### src/rtl/tmds_align_ctrl.sv
// TMDS word-alignment sequencer: per-channel token-run search, bitslip, loss supervision.
// Ports: clk, reset(async low), pix_locked, sym_i{ch2,ch1,ch0} -> bitslip, aligned, all_aligned, rot_err.
module tmds_align_ctrl #(
  parameter int TOKEN_RUN  = 8,
  parameter int SEARCH_LEN = 4096,
  parameter int SLIP_WAIT  = 16,
  parameter int LOSS_LEN   = 65536,
  parameter int MAX_SLIPS  = 10
) (
  input  logic        clk,
  input  logic        reset,
  input  logic        pix_locked,
  input  logic [29:0] sym_i,
  output logic [2:0]  bitslip,
  output logic [2:0]  aligned,
  output logic        all_aligned,
  output logic [2:0]  rot_err
);

  function automatic int cw(input int n);
    return (n > 1) ? $clog2(n) : 1;
  endfunction

  localparam int RW = cw(TOKEN_RUN + 1);
  localparam int WW = cw(SEARCH_LEN);
  localparam int SW = cw(SLIP_WAIT);
  localparam int LW = cw(LOSS_LEN);
  localparam int IW = cw(MAX_SLIPS);

  typedef enum logic [2:0] {
    S_IDLE, S_SEARCH, S_SLIP, S_SETTLE, S_ALIGNED
  } state_t;

  function automatic logic is_tok(input logic [9:0] s);
    return (s == 10'b1101010100) || (s == 10'b0010101011) ||
           (s == 10'b0101010100) || (s == 10'b1010101011);
  endfunction

  logic r_all;

  for (genvar g = 0; g < 3; g++) begin : g_ch
    state_t        r_state, w_next;
    logic [RW-1:0] r_run, w_run, w_run_nx;
    logic [WW-1:0] r_win, w_win;
    logic [SW-1:0] r_set, w_set;
    logic [LW-1:0] r_loss, w_loss;
    logic [IW-1:0] r_idx, w_idx;
    logic          r_rot, w_rot;
    logic          r_bs, r_al;
    logic          w_tok, w_done;

    assign w_tok = is_tok(sym_i[10*g +: 10]);
    // Run counter saturates so long blanking runs keep counting as complete.
    assign w_run_nx = !w_tok ? '0 :
                      (r_run == RW'(TOKEN_RUN)) ? r_run :
                      r_run + RW'(1);
    assign w_done = w_tok && (r_run >= RW'(TOKEN_RUN - 1));

    always_comb begin
      w_next = r_state;
      w_run  = r_run;
      w_win  = r_win;
      w_set  = r_set;
      w_loss = r_loss;
      w_idx  = r_idx;
      w_rot  = r_rot;
      if (!pix_locked) begin
        w_next = S_IDLE;
        w_run  = '0;
        w_win  = '0;
        w_set  = '0;
        w_loss = '0;
        w_idx  = '0;
      end else begin
        unique case (r_state)
          S_IDLE: begin
            w_next = S_SEARCH;
            w_run  = '0;
            w_win  = '0;
          end
          S_SEARCH: begin
            w_run = w_run_nx;
            if (w_done) begin
              w_next = S_ALIGNED;
              w_loss = '0;
              w_win  = '0;
            end else if (r_win == WW'(SEARCH_LEN - 1)) begin
              w_next = S_SLIP;
              w_run  = '0;
              w_win  = '0;
            end else begin
              w_win = r_win + WW'(1);
            end
          end
          S_SLIP: begin
            w_next = S_SETTLE;
            w_set  = '0;
            if (r_idx == IW'(MAX_SLIPS - 1)) begin
              w_idx = '0;
              w_rot = 1'b1;
            end else begin
              w_idx = r_idx + IW'(1);
            end
          end
          S_SETTLE: begin
            w_run = '0;
            if (r_set == SW'(SLIP_WAIT - 1)) begin
              w_next = S_SEARCH;
              w_win  = '0;
              w_set  = '0;
            end else begin
              w_set = r_set + SW'(1);
            end
          end
          S_ALIGNED: begin
            w_run = w_run_nx;
            if (w_done) begin
              w_loss = '0;
            end else if (r_loss == LW'(LOSS_LEN - 1)) begin
              w_next = S_SEARCH;
              w_win  = '0;
              w_loss = '0;
            end else begin
              w_loss = r_loss + LW'(1);
            end
          end
          default: w_next = S_IDLE;
        endcase
      end
    end

    always_ff @(posedge clk or negedge reset) begin
      if (!reset) begin
        r_state <= S_IDLE;
        r_run   <= '0;
        r_win   <= '0;
        r_set   <= '0;
        r_loss  <= '0;
        r_idx   <= '0;
        r_rot   <= 1'b0;
        r_bs    <= 1'b0;
        r_al    <= 1'b0;
      end else begin
        r_state <= w_next;
        r_run   <= w_run;
        r_win   <= w_win;
        r_set   <= w_set;
        r_loss  <= w_loss;
        r_idx   <= w_idx;
        r_rot   <= w_rot;
        r_bs    <= (w_next == S_SLIP);
        r_al    <= (w_next == S_ALIGNED);
      end
    end

    assign bitslip[g] = r_bs;
    assign aligned[g] = r_al;
    assign rot_err[g] = r_rot;
  end

  always_ff @(posedge clk or negedge reset) begin
    if (!reset) r_all <= 1'b0;
    else        r_all <= &aligned;
  end

  assign all_aligned = r_all;

endmodule

### config.mk
export PLATFORM = sky130hd
export DESIGN_NAME = tmds_align_ctrl
export DESIGN_NICKNAME = d
export VERILOG_FILES = /design/src/rtl/tmds_align_ctrl.sv
export SDC_FILE = /design/constraint.sdc
export NUM_CORES = 1
export LEC_CHECK = 0
export CELL_PAD_IN_SITES_DETAIL_PLACEMENT = 1
export CELL_PAD_IN_SITES_GLOBAL_PLACEMENT = 1
export CORE_ASPECT_RATIO = 0.75
export CORE_MARGIN = 4
export CORE_UTILIZATION = 35
export DETAILED_ROUTE_END_ITERATION = 6
export PLACE_DENSITY = 0.73
export SLEW_MARGIN = 20
export SYNTH_ARGS = -nofsm -noshare
export SYNTH_HDL_FRONTEND = slang
export SYNTH_SLANG_ARGS = --single-unit
### constraint.sdc
create_clock -name clk -period 4.7 [get_ports clk]
set_input_delay 0.47 -clock clk [delete_from_list [all_inputs] [get_ports clk]]
set_output_delay 0.47 -clock clk [all_outputs]
set_load 0.005 [all_outputs]
## Word level (Yosys, flattened, before mapping)

Cells that the tools add are included.

- Logic and storage cells: 239
- Flip-flop bits (word level): 139
- Bits of input ports: 33
- Output and inout port bits: 10

- Add/sub/neg operators: 15
- Reductions and logical operators: 28
- Multiplexer cells: 93
- Eq/ne operators: 72
- $lt $le $gt $ge: 3

Operator list:

| cell | number |
|---|---|
| $mux W12 | 18 |
| $mux W16 | 12 |
| $pmux W12 S4 | 3 |
| $mux W4 | 30 |
| $pmux W16 S2 | 3 |
| $eq A10 B10 Y1 const B | 6 |
| $mux W3 | 18 |
| $add A16 B1 Y16 const B | 3 |
| $eq A16 B16 Y1 const B | 3 |
| $pmux W3 S5 | 3 |
| $add A12 B1 Y12 const B | 3 |
| $add A4 B1 Y4 const B | 9 |
| $eq A12 B12 Y1 const B | 3 |
| $eq A4 B4 Y1 const B | 9 |
| $ne A3 B3 Y1 const B | 12 |
| $pmux W4 S3 | 3 |
| $eq A10 B8 Y1 const B | 3 |
| $eq A10 B9 Y1 const B | 3 |
| $eq A3 B2 Y1 const B | 9 |
| $pmux W4 S2 | 3 |
| $eq A3 B3 Y1 const B | 6 |
| $ne A3 B1 Y1 const B | 6 |
| $ne A5 B1 Y1 const B | 3 |
| $ge A4 B3 Y1 const B | 3 |
| 10 further kinds | 37 |

## Logic depth before layout (Yosys ltp)

- Depth in word-level cells: 9
- Gate-level depth with buffers: 9

## Worst setup path after synthesis

No wires, ideal clock.

- Path type: register -> register
- Start: register g_ch[0].r_run[0]
- End: register g_ch[0].r_loss[5]
- Period minus slack after synthesis: 2199 ps
- Buffers on the path: 1
- Data required time: 4618 ps
- Path slack: 2501 ps
- Stages on the path, launching flop included: 8
- Data arrival time: 2117 ps
- Cell sequence: dfrtp_1 > ha_1 > a21o_1 > and4_1 > or4_4 > buf_6 > or3_1 > a31oi_1

- Word-level cells in the longest chain between the ends: 5
- Elaborated cells on any way between the ends: 7
- Those cells by class: order compare: 1; eq/ne: 1; mux: 3; reduce/logical: 2

Ends and longest elaborated chain:

| element | RTL line | RTL |
|---|---|---|
| start, declared | 43 | `logic [RW-1:0] r_run, w_run, w_run_nx;` |
| start signal, assigned | 145 | `r_run <= w_run;` |
| $ge A4 B3 Y1 * | 57 | `assign w_done = w_tok && (r_run >= RW'(TOKEN_RUN - 1));` |
| $logic_and A1 B1 Y1 * | 57 |  |
| $mux W16 | 117 | `if (w_done) begin` |
| $pmux W16 S2 | 75 | `unique case (r_state)` |
| $mux W16 | 67 | `if (!pix_locked) begin` |
| end signal, assigned | 148 | `r_loss <= w_loss;` |
| end, declared | 46 | `logic [LW-1:0] r_loss, w_loss;` |

Every way passes the cells marked *; elsewhere a longest branch is shown, timed or not.
A chain may end at the register's enable or synchronous reset.

## Worst setup path in the final report

- Start: register g_ch[0].r_run[0]
- End: register g_ch[0].r_win[11]

- Word-level cells in the longest chain between the ends: 5
- Elaborated cells on any way between the ends: 7
- Those cells by class: order compare: 1; eq/ne: 1; mux: 3; reduce/logical: 2

Ends and longest elaborated chain:

| element | RTL line | RTL |
|---|---|---|
| $ge A4 B3 Y1 * | 57 |  |
| $logic_and A1 B1 Y1 * | 57 |  |
| $mux W12 | 83 | `if (w_done) begin` |
| $pmux W12 S4 | 75 |  |
| $mux W12 | 67 |  |
| end signal, assigned | 146 | `r_win <= w_win;` |
| end, declared | 44 | `logic [WW-1:0] r_win, w_win;` |

Marks and branches as above.

==> results.cfg <==
[clocking]
ctsResizeCount = 0
clk_path_buf_depth = 2
clock-sinks = 139
cts_buffers = 17
clockRootBuffer = clkbuf_16
insertion_delay_ns = 0.43
cts_max_level = 4
hold_buffers = 0
tritoncts = built
post_cts_buffers = 0
path_clk_slew_ns = 0.07

[setup_path]
start_kind = flop
path_class = reg2reg
worstPathArrival_ns = 3.11
r2r_start = g_ch[0].r_run[0]
crit_fanout = 11
critical-path-max-stage-delay_ns = 0.70
cp_cell_sequence = ha_1 > a21o_1 > nor4b_1 > or4_1 > nor2_1 > a21oi_1 > mux2i_1
timing.reg2reg.setup_slack_ns = 1.94
cp-startpoint = g_ch[0].r_run[0]
worst_path_max_delay_cell = or4_1
crit_required_ns = 5.05
end_kind = flop

[timing]
slew_headroom = 0.398
rsz0062_at_grt = no
fin_skew_ns = 0.0112
max_clock_freq_ghz = 0.362
setup_viol = 0
fin_tns_setup_ns = 0
tightest_slew_ns = 0.900
final_max_slew_viol_count = 0
finalCritPeriodShare = 0.587
hold_viol_final = 0
finalCriticalPeriod_ns = 2.76
holdWs_ns = 0.0313

[detailed_routing]
top_layer = met4
drt-total-wl_um = 19300
drt-initial-drc-count = 372
wl_met3_um = 464
vias_per_cell = 5.52
drtAntennaViolNets = 0
dr_total_vias = 6722
met1Wirelength_um = 9940
wl_met2_um = 8610
drc = 0
firstDrtPassIters = 4
wire_per_inst_um = 15.8

[die]
dieHeight_um = 139
rows = 47
start_util = 0.359
core_um2 = 22200
die_w_um = 182
die_area_um2 = 25300
io_pins = 43

[flow_run]
drv_cap = 0

[run_status]
outcome = finished clean

[synth]
synthesis.instances = 885
ys_seq_area_frac = 0.436
synth_area_um2 = 7980
ys_types = 75
yosys_warnings = 0
avgSynthCellArea_um2 = 9.02
synth_edf_count = 0
synthFlopType = dfrtp_1
synth_seq_cells = 139
async_flop_share = 1.00
synth_nets = 939

[pwr]
swShare = 0.234
switchingPower_uw = 630
p_per_area_nw_per_um2 = 292
internal-power_mw = 2.06
vdd_drop_max_v = 0.000239
power_frac_comb = 0.042
p_leak_nw = 3.97
seqPwrFrac = 0.450
power.share.clock = 0.508

[worst_hold_path]
hold_class = in2async

[global_routing]
grt_pass1_wl_um = 33800
grt_max_degree = 63
grt_usage = 0.157
antenna_found_initial = 0
gr-total-overflow = 0
first_global_vias = 6842

[final_layout]
drive_above_1_share = 0.0779
diodes = 0
final_nets = 965
area_growth_pct = 15.2

[placement]
place.gp.congestion = 0.774
portBuffers = 39
hpwlAfterDp_um = 13200
## cell type report
cell class / count / area, um2
Tap cell: 294 / 368
Clock inverter: 12 / 140
Inverter: 22 / 82.6
Timing Repair Buffer: 47 / 452
Sequential cell: 139 / 3480
Clock buffer: 20 / 457
Fill cell: 2586 / 13000
Multi-Input combinational cell: 684 / 4220
## cells in the final DEF (no fill, tap or decap), types with 5 or more instances in the layout
cell type,n
o31ai_1,11
nor3b_1,5
nand2_1,88
a22o_1,22
dfrtp_1,139
nor3_1,29
a21o_1,13
buf_4,8
mux2i_1,12
or3_1,11
ha_1,21
and4_1,6
or4_1,6
clkinvlp_4,6
a31oi_1,13
nor2b_1,18
mux2_2,5
inv_1,21
a21oi_1,49
o21ai_0,41
xor2_1,11
and3_1,27
and2_1,7
o21ai_1,26
clkdlybuf4s50_1,38
nand4b_1,5
nor4b_1,5
nand2b_1,13
nor2_1,78
xnor2_1,12
nand3_1,62
clkbuf_16,17
nand4_1,11
## metal layers
| layer | up-vias | global-route usage |
|---|---|---|
| met2 | 64 | 0.240 |
| met3 | 16 | 0.0320 |
| li1 | 3290 | - |
| met4 | 0 | 0.0426 |
| met5 | - | 0 |
| met1 | 3352 | 0.226 |
## per-stage QoR
stage	utilization	instances	power (mW)	setup WS [ns]	cell area (um2)
floorplan	-	885	1.28	2.50	7980
global route	0.414	1218	2.80	1.73	9190
CTS	0.413	1218	2.73	1.89	9190
global placement	0.386	1186	1.34	1.63	8590
finish	0.414	1218	2.69	1.94	9190
detailed placement	0.386	1186	1.35	1.58	8590
## sequential cells by signal, summed over array words and instances (netlist names)
name          cells
g_ch.r_loss      48
g_ch.r_win       36
g_ch.r_idx       12
g_ch.r_run       12
g_ch.r_set       12
g_ch.r_state      9
g_ch.r_al         3
g_ch.r_bs         3
g_ch.r_rot        3
all_aligned       1
## synthesized netlist by cell type, drive strengths merged (13+ instances only)
master  count  area share
ha         21       0.033
inv        22       0.010
dfrtp     139        0.44
buf        18       0.016
o21ai      67       0.042
nor2b      18       0.014
nand2b     13       0.010
a31oi      14       0.011
a22o       22       0.024
and3       27       0.021
a21o       13       0.012
nor3       30       0.019
nor2       79       0.037
nand3      63       0.040
a21oi      49       0.031
nand2      89       0.042
clkbuf     22       0.010
## path summary, 6_finish.rpt
path | to | depth (start not counted)
max | g_ch[0].r_win[11] | 7
min | g_ch[2].r_win[5] | 1
max reg2reg | g_ch[0].r_win[11] | 7
min reg2reg | g_ch[2].r_rot | 1
max in group asynchronous | g_ch[1].r_loss[0] | 2
min in group clk | g_ch[2].r_rot | 1
## cells by family after synthesis
logic type                 after synthesis  share of synthesized area
adders and majority gates               21                     0.0329
muxes                                   17                     0.0221
and+or+nand+nor                        400                      0.266
buffers and inverters                   62                     0.0367
AOI/OAI and AO/OA                      223                      0.182
DFF                                    139                      0.436
xor gates and xnor gates                23                     0.0252
## critical path, delay by kind of cell (launching register included)
family	cells	cell delay [ns]
DFF	1	0.42
and+or+nand+nor	3	1.51
AOI/OAI and AO/OA	2	0.35
adders and majority gates	1	0.24
muxes	1	0.15
## power groups by stage
stage	clock, mW	sequential [mW]	combinational, mW
after CTS	1.41	1.21	0.115
after global placement	0	1.23	0.112
after global routing	1.46	1.21	0.128
after detailed placement	0	1.23	0.114
final	1.37	1.21	0.112
after floorplan	0	1.23	0.0482
Power figures use the tool's default switching activity.
